## src/rtl/uart_rx_buffered.sv

```systemverilog
// uart_rx_buffered
// ----------------
// Oversampling UART receiver with a show-ahead output FIFO.
//
// Each bit is sampled at its midpoint. Start and stop bits are checked, and
// optionally a parity bit. Good words go into a DEPTH-entry FIFO, and the
// consumer drains it through a valid/ready handshake.
//
// Build option: define UART_RX_PARITY_EN to expect one parity bit between the
// data bits and the stop bit. PARITY_ODD selects odd (1) or even (0) parity.
// Without the macro, parity_error is always 0.
//
// Ports:
//   clock          in   single clock, posedge
//   resetn         in   synchronous active-low reset
//   rx             in   asynchronous serial line, idle high
//   out_data       out  head-of-FIFO word, LSB = first bit received
//   out_valid      out  FIFO non-empty
//   out_ready      in   consumer accepts out_data this cycle
//   level          out  FIFO occupancy
//   frame_error    out  1-cycle pulse, stop bit sampled 0
//   parity_error   out  1-cycle pulse, parity mismatch
//   overrun_error  out  1-cycle pulse, good frame dropped because FIFO full
module uart_rx_buffered #(
  parameter int CLOCK_FREQ = 50_000_000,
  parameter int BAUD_RATE  = 115_200,
  parameter int WIDTH      = 8,
  parameter int DEPTH      = 4,
  parameter int PARITY_ODD = 0
) (
  input  logic                   clock,
  input  logic                   resetn,
  input  logic                   rx,
  output logic [WIDTH-1:0]       out_data,
  output logic                   out_valid,
  input  logic                   out_ready,
  output logic [$clog2(DEPTH):0] level,
  output logic                   frame_error,
  output logic                   parity_error,
  output logic                   overrun_error
);

  localparam int TICKS = CLOCK_FREQ / BAUD_RATE;
  localparam int HALF  = TICKS / 2;
  localparam int CW    = $clog2(TICKS);
  localparam int IW    = $clog2(WIDTH);
  localparam int PW    = $clog2(DEPTH);
  localparam int LW    = PW + 1;

  localparam logic [CW-1:0] CNT_ONE  = CW'(1);
  localparam logic [CW-1:0] CNT_HALF = CW'(HALF - 1);
  localparam logic [CW-1:0] CNT_FULL = CW'(TICKS - 1);
  localparam logic [IW-1:0] IDX_ONE  = IW'(1);
  localparam logic [IW-1:0] IDX_LAST = IW'(WIDTH - 1);
  localparam logic [PW-1:0] PTR_ONE  = PW'(1);
  localparam logic [LW-1:0] LVL_ONE  = LW'(1);
  localparam logic [LW-1:0] LVL_FULL = LW'(DEPTH);

  typedef enum logic [2:0] {
    IDLE      = 3'd0,
    START     = 3'd1,
    DATA      = 3'd2,
    PARITY    = 3'd3,
    STOP      = 3'd4,
    WAIT_HIGH = 3'd5
  } state_t;

  // Expected parity bit for a data word
  function automatic logic parity_expected(input logic [WIDTH-1:0] d);
    logic odd;
    odd = (PARITY_ODD != 0) ? 1'b1 : 1'b0;
    return (^d) ^ odd;
  endfunction

  logic             sync1_r, sync2_r;
  logic             rx_s;
  state_t           state_r;
  logic [CW-1:0]    cnt_r;
  logic [IW-1:0]    idx_r;
  logic [WIDTH-1:0] shreg_r;
  logic             frame_error_r, parity_error_r, overrun_r;
  logic             sample_s, par_bad_s, push_s, pop_s, full_s, accept_s;
  logic [WIDTH-1:0] mem_r [DEPTH];
  logic [PW-1:0]    wr_ptr_r, rd_ptr_r;
  logic [LW-1:0]    level_r;
`ifdef UART_RX_PARITY_EN
  logic             par_bad_r;
`endif

  assign rx_s     = sync2_r;
  assign sample_s = (cnt_r == {CW{1'b0}});

`ifdef UART_RX_PARITY_EN
  assign par_bad_s = par_bad_r;
`else
  assign par_bad_s = 1'b0;
`endif

  // A word is pushed only on a good stop bit with no parity mismatch
  assign push_s   = (state_r == STOP) && sample_s && rx_s && !par_bad_s;
  assign pop_s    = out_valid && out_ready;
  assign full_s   = (level_r == LVL_FULL);
  assign accept_s = push_s && (!full_s || pop_s);

  // Two-flop synchroniser on the asynchronous serial line
  always_ff @(posedge clock) begin
    if (!resetn) begin
      sync1_r <= 1'b1;
      sync2_r <= 1'b1;
    end else begin
      sync1_r <= rx;
      sync2_r <= sync1_r;
    end
  end

  // Receive FSM: counts down to each mid-bit sample point
  always_ff @(posedge clock) begin
    if (!resetn) begin
      state_r        <= IDLE;
      cnt_r          <= {CW{1'b0}};
      idx_r          <= {IW{1'b0}};
      shreg_r        <= {WIDTH{1'b0}};
      frame_error_r  <= 1'b0;
      parity_error_r <= 1'b0;
`ifdef UART_RX_PARITY_EN
      par_bad_r      <= 1'b0;
`endif
    end else begin
      frame_error_r  <= 1'b0;
      parity_error_r <= 1'b0;
      case (state_r)
        IDLE: begin
          if (!rx_s) begin
            cnt_r   <= CNT_HALF;
            state_r <= START;
          end
        end
        START: begin
          if (!sample_s) begin
            cnt_r <= cnt_r - CNT_ONE;
          end else if (rx_s) begin
            // Glitch shorter than half a bit: drop it silently
            state_r <= IDLE;
          end else begin
            cnt_r   <= CNT_FULL;
            idx_r   <= {IW{1'b0}};
`ifdef UART_RX_PARITY_EN
            par_bad_r <= 1'b0;
`endif
            state_r <= DATA;
          end
        end
        DATA: begin
          if (!sample_s) begin
            cnt_r <= cnt_r - CNT_ONE;
          end else begin
            shreg_r[idx_r] <= rx_s;
            cnt_r          <= CNT_FULL;
            if (idx_r == IDX_LAST) begin
`ifdef UART_RX_PARITY_EN
              state_r <= PARITY;
`else
              state_r <= STOP;
`endif
            end else begin
              idx_r <= idx_r + IDX_ONE;
            end
          end
        end
`ifdef UART_RX_PARITY_EN
        PARITY: begin
          if (!sample_s) begin
            cnt_r <= cnt_r - CNT_ONE;
          end else begin
            par_bad_r <= (rx_s != parity_expected(shreg_r));
            cnt_r     <= CNT_FULL;
            state_r   <= STOP;
          end
        end
`endif
        STOP: begin
          if (!sample_s) begin
            cnt_r <= cnt_r - CNT_ONE;
          end else if (!rx_s) begin
            // Line held low: wait for release so a break is one error only
            frame_error_r  <= 1'b1;
            parity_error_r <= par_bad_s;
            state_r        <= WAIT_HIGH;
          end else begin
            // Back to IDLE mid stop bit so the next start edge is not missed
            parity_error_r <= par_bad_s;
            state_r        <= IDLE;
          end
        end
        WAIT_HIGH: begin
          if (rx_s) begin
            state_r <= IDLE;
          end
        end
        default: begin
          state_r <= IDLE;
        end
      endcase
    end
  end

  // Show-ahead FIFO; a push into a full FIFO is accepted only alongside a pop
  always_ff @(posedge clock) begin
    if (!resetn) begin
      for (int i = 0; i < DEPTH; i++) begin
        mem_r[i] <= {WIDTH{1'b0}};
      end
      wr_ptr_r  <= {PW{1'b0}};
      rd_ptr_r  <= {PW{1'b0}};
      level_r   <= {LW{1'b0}};
      overrun_r <= 1'b0;
    end else begin
      overrun_r <= push_s && full_s && !pop_s;
      if (accept_s) begin
        mem_r[wr_ptr_r] <= shreg_r;
        wr_ptr_r        <= wr_ptr_r + PTR_ONE;
      end
      if (pop_s) begin
        rd_ptr_r <= rd_ptr_r + PTR_ONE;
      end
      case ({accept_s, pop_s})
        2'b10:   level_r <= level_r + LVL_ONE;
        2'b01:   level_r <= level_r - LVL_ONE;
        default: level_r <= level_r;
      endcase
    end
  end

  assign out_data      = mem_r[rd_ptr_r];
  assign out_valid     = (level_r != {LW{1'b0}});
  assign level         = level_r;
  assign frame_error   = frame_error_r;
  assign parity_error  = parity_error_r;
  assign overrun_error = overrun_r;

endmodule

```

## config.mk

```make
export PLATFORM = sky130hd
export DESIGN_NAME = uart_rx_buffered
export DESIGN_NICKNAME = d
export VERILOG_FILES = /design/src/rtl/uart_rx_buffered.sv
export SDC_FILE = /design/constraint.sdc
export NUM_CORES = 1
export LEC_CHECK = 0
export BUFFER_PORTS_ARGS = -buffer_cell sky130_fd_sc_hd__buf_2
export CAP_MARGIN = 20
export CORE_ASPECT_RATIO = 0.75
export CORE_UTILIZATION = 48
export CTS_CLUSTER_SIZE = 16
export DETAILED_ROUTE_END_ITERATION = 12
export PLACE_DENSITY_LB_ADDON = 0.2
export SETUP_SLACK_MARGIN = 0.1
export SYNTH_ARGS = -nofsm -noshare
export SYNTH_HDL_FRONTEND = slang
export SYNTH_SLANG_ARGS = --single-unit
```

## constraint.sdc

```tcl
create_clock -name clock -period 3.8 [get_ports clock]
set_input_delay 0.38 -clock clock [delete_from_list [all_inputs] [get_ports clock]]
set_output_delay 0.38 -clock clock [all_outputs]
set_load 0.005 [all_outputs]
```

==> impl_summary.md <==
Placed design
Routability-driven placement finished with a final weighted congestion of 0.787. In this run the tool buffered the top-level ports with 17 buffer cells. The placed wire-length estimate is 5.00 mm.

Timing
The top achievable clock speed is 0.364 GHz. The share of the clock period used by the worst path is 72.2%. The transition at the pin with the smallest max-transition slack is 0.734 ns. Setup repair after global routing left no endpoint under its margin. The number of hold violations in the final report was 0. The final-layout setup total negative slack is 0 ns.

The worst slew margin relative to its limit is 51.1%. The clock period could shrink to 2.74 ns. The clock skew is 0.00929 ns. Setup violations remaining at the end of the flow were counted as 0. The final-report max-slew violation count was 0.

The final hold slack is 0.226 ns.

Yosys
Sorting the synthesized cells by how often they occur yields sky130_fd_sc_hd__dfxtp_1 (36), sky130_fd_sc_hd__and2_1 (32), sky130_fd_sc_hd__edfxtp_1 (32). The commonest register cell after synthesis is sky130_fd_sc_hd__dfxtp_1. The share of the yosys chip area belonging to registers is 48.9%. The post-synthesis area per instance is 10.8 µm².

Synthesis produced 319 cells. Counting flops with an async set or reset pin after synthesis yields a share of 0%. Sorting the synthesized cells by area gives the leading types as sky130_fd_sc_hd__edfxtp_1 (28%), sky130_fd_sc_hd__dfxtp_1 (21%), sky130_fd_sc_hd__and2_1 (5.8%), sky130_fd_sc_hd__mux4_2 (5.2%), sky130_fd_sc_hd__a21oi_1 (2.6%). For this run, the number of Yosys warnings is 0.

The most common cell in the synthesized netlist is sky130_fd_sc_hd__dfxtp_1. The leading area contributor after synthesis is sky130_fd_sc_hd__edfxtp_1. The synthesized design devotes to its leading area cell type 27.9% of total area.

The number of synthesized flops with an enable pin is 32. Synthesis inferred 68 register bits. The number of different library cells used by synthesis comes to 65.

The synthesized netlist net count is 328. The netlist area before placement is 3440 µm².

Run
The max capacitance violation total is 0.

Clocking
Clock tree synthesis found a total of 68 sinks. For this design, the CTS-stage hold fixing added 0 buffers. The maximum level of the CTS H-tree is 3. The cell sitting at the root of the clock tree is a sky130_fd_sc_hd__clkbuf_8. The post-CTS setup buffer count is 0. Clock latency on the worst-skew pair, taken at its later pin, is 0.34 ns. Clock tree synthesis inserted a total of 9 buffers. TritonCTS built the clock tree. The CTS clock-pin slew for the worst setup and hold paths is 0.07 ns. The number of buffers on the longest clock path is 2. The post-cts sizing count is 0.

Drt
In this run the remaining antenna-violating nets after routing total 0. After detailed routing, the average wire length per cell comes to 16.6 µm. The routed layout has 2501 vias. In the routed design, unresolved DRC markers number 0. The first routing iteration left 175 violations. The sum of routed wire length over all layers is 7.21 mm. The first detailed-routing pass ran for 4 iterations. The via density per instance is 5.78.

Floorplan
The die height is 75.3 µm. Row generation in the floorplan step produced 26 rows. The count of pins on the block boundary is 19.

The full die area is 7510 µm². The starting density of the core is 50.1%. The core region is 6860 µm². The die is 99.7 µm wide.

Final layout
0 antenna diodes ended up in the layout. The filler cells instantiated in the layout total 607. The number of nets in the layout is 339.

The layout overhead on the synthesized area is 9.53%. The share of cells above drive strength 1 is 18.2%.

Setup path
Walking the worst path, the cells encountered are nor3b_1 -> nand4_1 -> nor4_2 -> nand2b_1. The data arrival at the endpoint of the critical path is 2.75 ns. The critical path is of the reg -> reg type. The cell at the slowest stage of the critical path is sky130_fd_sc_hd__dfxtp_1.

The highest fanout seen on the critical path is 17. The required time reported for the critical path endpoint is 3.81 ns. On the worst path, the slowest cell contributes a delay of 0.69 ns. The worst setup path is captured at a flop. The startpoint type of the worst setup path is a flop.

Power and ir drop
In this run the power density over the cells is 470 nW/µm². The leakage power is 1.36 nW. The worst-case IR drop observed on VDD is 239 µV. The overall power of the completed layout is 1.77 mW.

Global route
The global-route congestion overflow total is 0. The number of global-route vias before repair is 2280. The largest net degree at the start of global routing is 30. Global routing used 21.2% of the available tracks across all layers.

The first global-routing pass estimated 11.8 mm of wire. The initial antenna violation count came to 0.

Hold path
The min-delay analysis places its worst path in the category in -> reg.

Outcome
The flow ran to the end, and the final reports show no timing, DRC or antenna violations.
==> path summary, 6_finish.rpt <==
path | startpoint | end | slack, ns | cells after the start
setup / recovery | state_r[2]$_SDFFE_PN0P_ | mem_r[0][0]$_SDFFCE_PN0P_ | 1.06 | 4
hold / removal | rx | sync1_r$_SDFF_PN1_ | 0.23 | 2
setup reg to reg | state_r[2]$_SDFFE_PN0P_ | mem_r[0][0]$_SDFFCE_PN0P_ | 1.06 | 4
hold reg to reg | sync1_r$_SDFF_PN1_ | rx_s$_SDFF_PN1_ | 0.44 | 1
==> metal layers <==
metal	share of wire [%]	track usage, %
met5	0	0
met4	1.1	6.86
met3	6.1	5.69
met2	43	30.7
met1	50	30.9
==> cells by family (layout without fill, tap and decap cells) <==
logic type      count (synthesis)  after routing  synth area share [%]
simple gates                  133            133                  23.9
other cells                     1              1                 0.109
compound gates                 65             65                  13.6
flops                          68             68                  48.9
mux                            10             10                  5.82
fa+ha+maj                       5              5                  2.04
xor+xnor                        5              5                  1.27
buf+inv                        32             48                  4.33
==> report_power, final <==
| part | total [mW] | switching (mW) | leakage [nW] | internal, mW |
|---|---|---|---|---|
| Combinational | 0.332 | 0.167 | 0.655 | 0.165 |
| Clock | 0.563 | 0.263 | 0.0870 | 0.300 |
| Sequential | 0.875 | 0.0685 | 0.622 | 0.807 |
| Total | 1.77 | 0.498 | 1.36 | 1.27 |
==> placed cells by master (no fill, tap or decap), types with 3 or more instances in the layout <==
master / instances
sky130_fd_sc_hd__dfxtp_1: 36
sky130_fd_sc_hd__and2_1: 32
sky130_fd_sc_hd__edfxtp_1: 32
sky130_fd_sc_hd__a21oi_1: 18
sky130_fd_sc_hd__buf_2: 17
sky130_fd_sc_hd__nand2_1: 13
sky130_fd_sc_hd__nand3_1: 13
sky130_fd_sc_hd__inv_1: 11
sky130_fd_sc_hd__nor2_1: 11
sky130_fd_sc_hd__nor3_1: 11
sky130_fd_sc_hd__nand2b_1: 10
sky130_fd_sc_hd__o21ai_0: 9
sky130_fd_sc_hd__clkbuf_8: 9
sky130_fd_sc_hd__mux4_2: 8
sky130_fd_sc_hd__o31ai_1: 7
sky130_fd_sc_hd__nor4_2: 5
sky130_fd_sc_hd__nand4_1: 5
sky130_fd_sc_hd__nor3b_1: 4
sky130_fd_sc_hd__a31oi_1: 4
sky130_fd_sc_hd__or3b_2: 4
sky130_fd_sc_hd__ha_1: 4
sky130_fd_sc_hd__buf_4: 4
sky130_fd_sc_hd__or3_1: 3
sky130_fd_sc_hd__or4_4: 3
sky130_fd_sc_hd__xnor2_1: 3
sky130_fd_sc_hd__a22oi_1: 3
sky130_fd_sc_hd__o32ai_1: 3
==> flip-flops by register name, summed over array words and instances, names as in the netlist, 2 cells and up, named ones only <==
register	count
cnt_r	9
rd_ptr_r	2
state_r	3
shreg_r	8
wr_ptr_r	2
mem_r	32
idx_r	3
level	3
==> critical path: cells and delay by family, from the launching register on <==
family           cells  cell delay [ns]
and+or+nand+nor      4             1.72
DFF                  1             0.69
==> cell type report <==
type | instances | area [µm²] | share of cell area [%]
timing repair buffer | 21 | 115 | 3.06
tap | 98 | 123 | 3.26
inverter | 11 | 41.3 | 1.10
sequential | 68 | 1680 | 44.7
multi-input combinational | 219 | 1620 | 43.0
clock inverter | 5 | 53.8 | 1.43
clock buffer | 11 | 131 | 3.49
==> through the flow <==
step | worst slack (ns) | utilization [%] | instances | cell area (µm²)
4_1_cts | 1.06 | 54.9 | 433 | 3770
3_5_place_dp | 1.08 | 52.2 | 417 | 3580
3_3_place_gp | 1.17 | 52.2 | 417 | 3580
2_1_floorplan | 1.39 | - | 319 | 3440
6_report | 1.06 | 54.9 | 433 | 3770
5_1_grt | 0.724 | 54.9 | 433 | 3770
No activity file was read; power rests on OpenSTA's default activity.
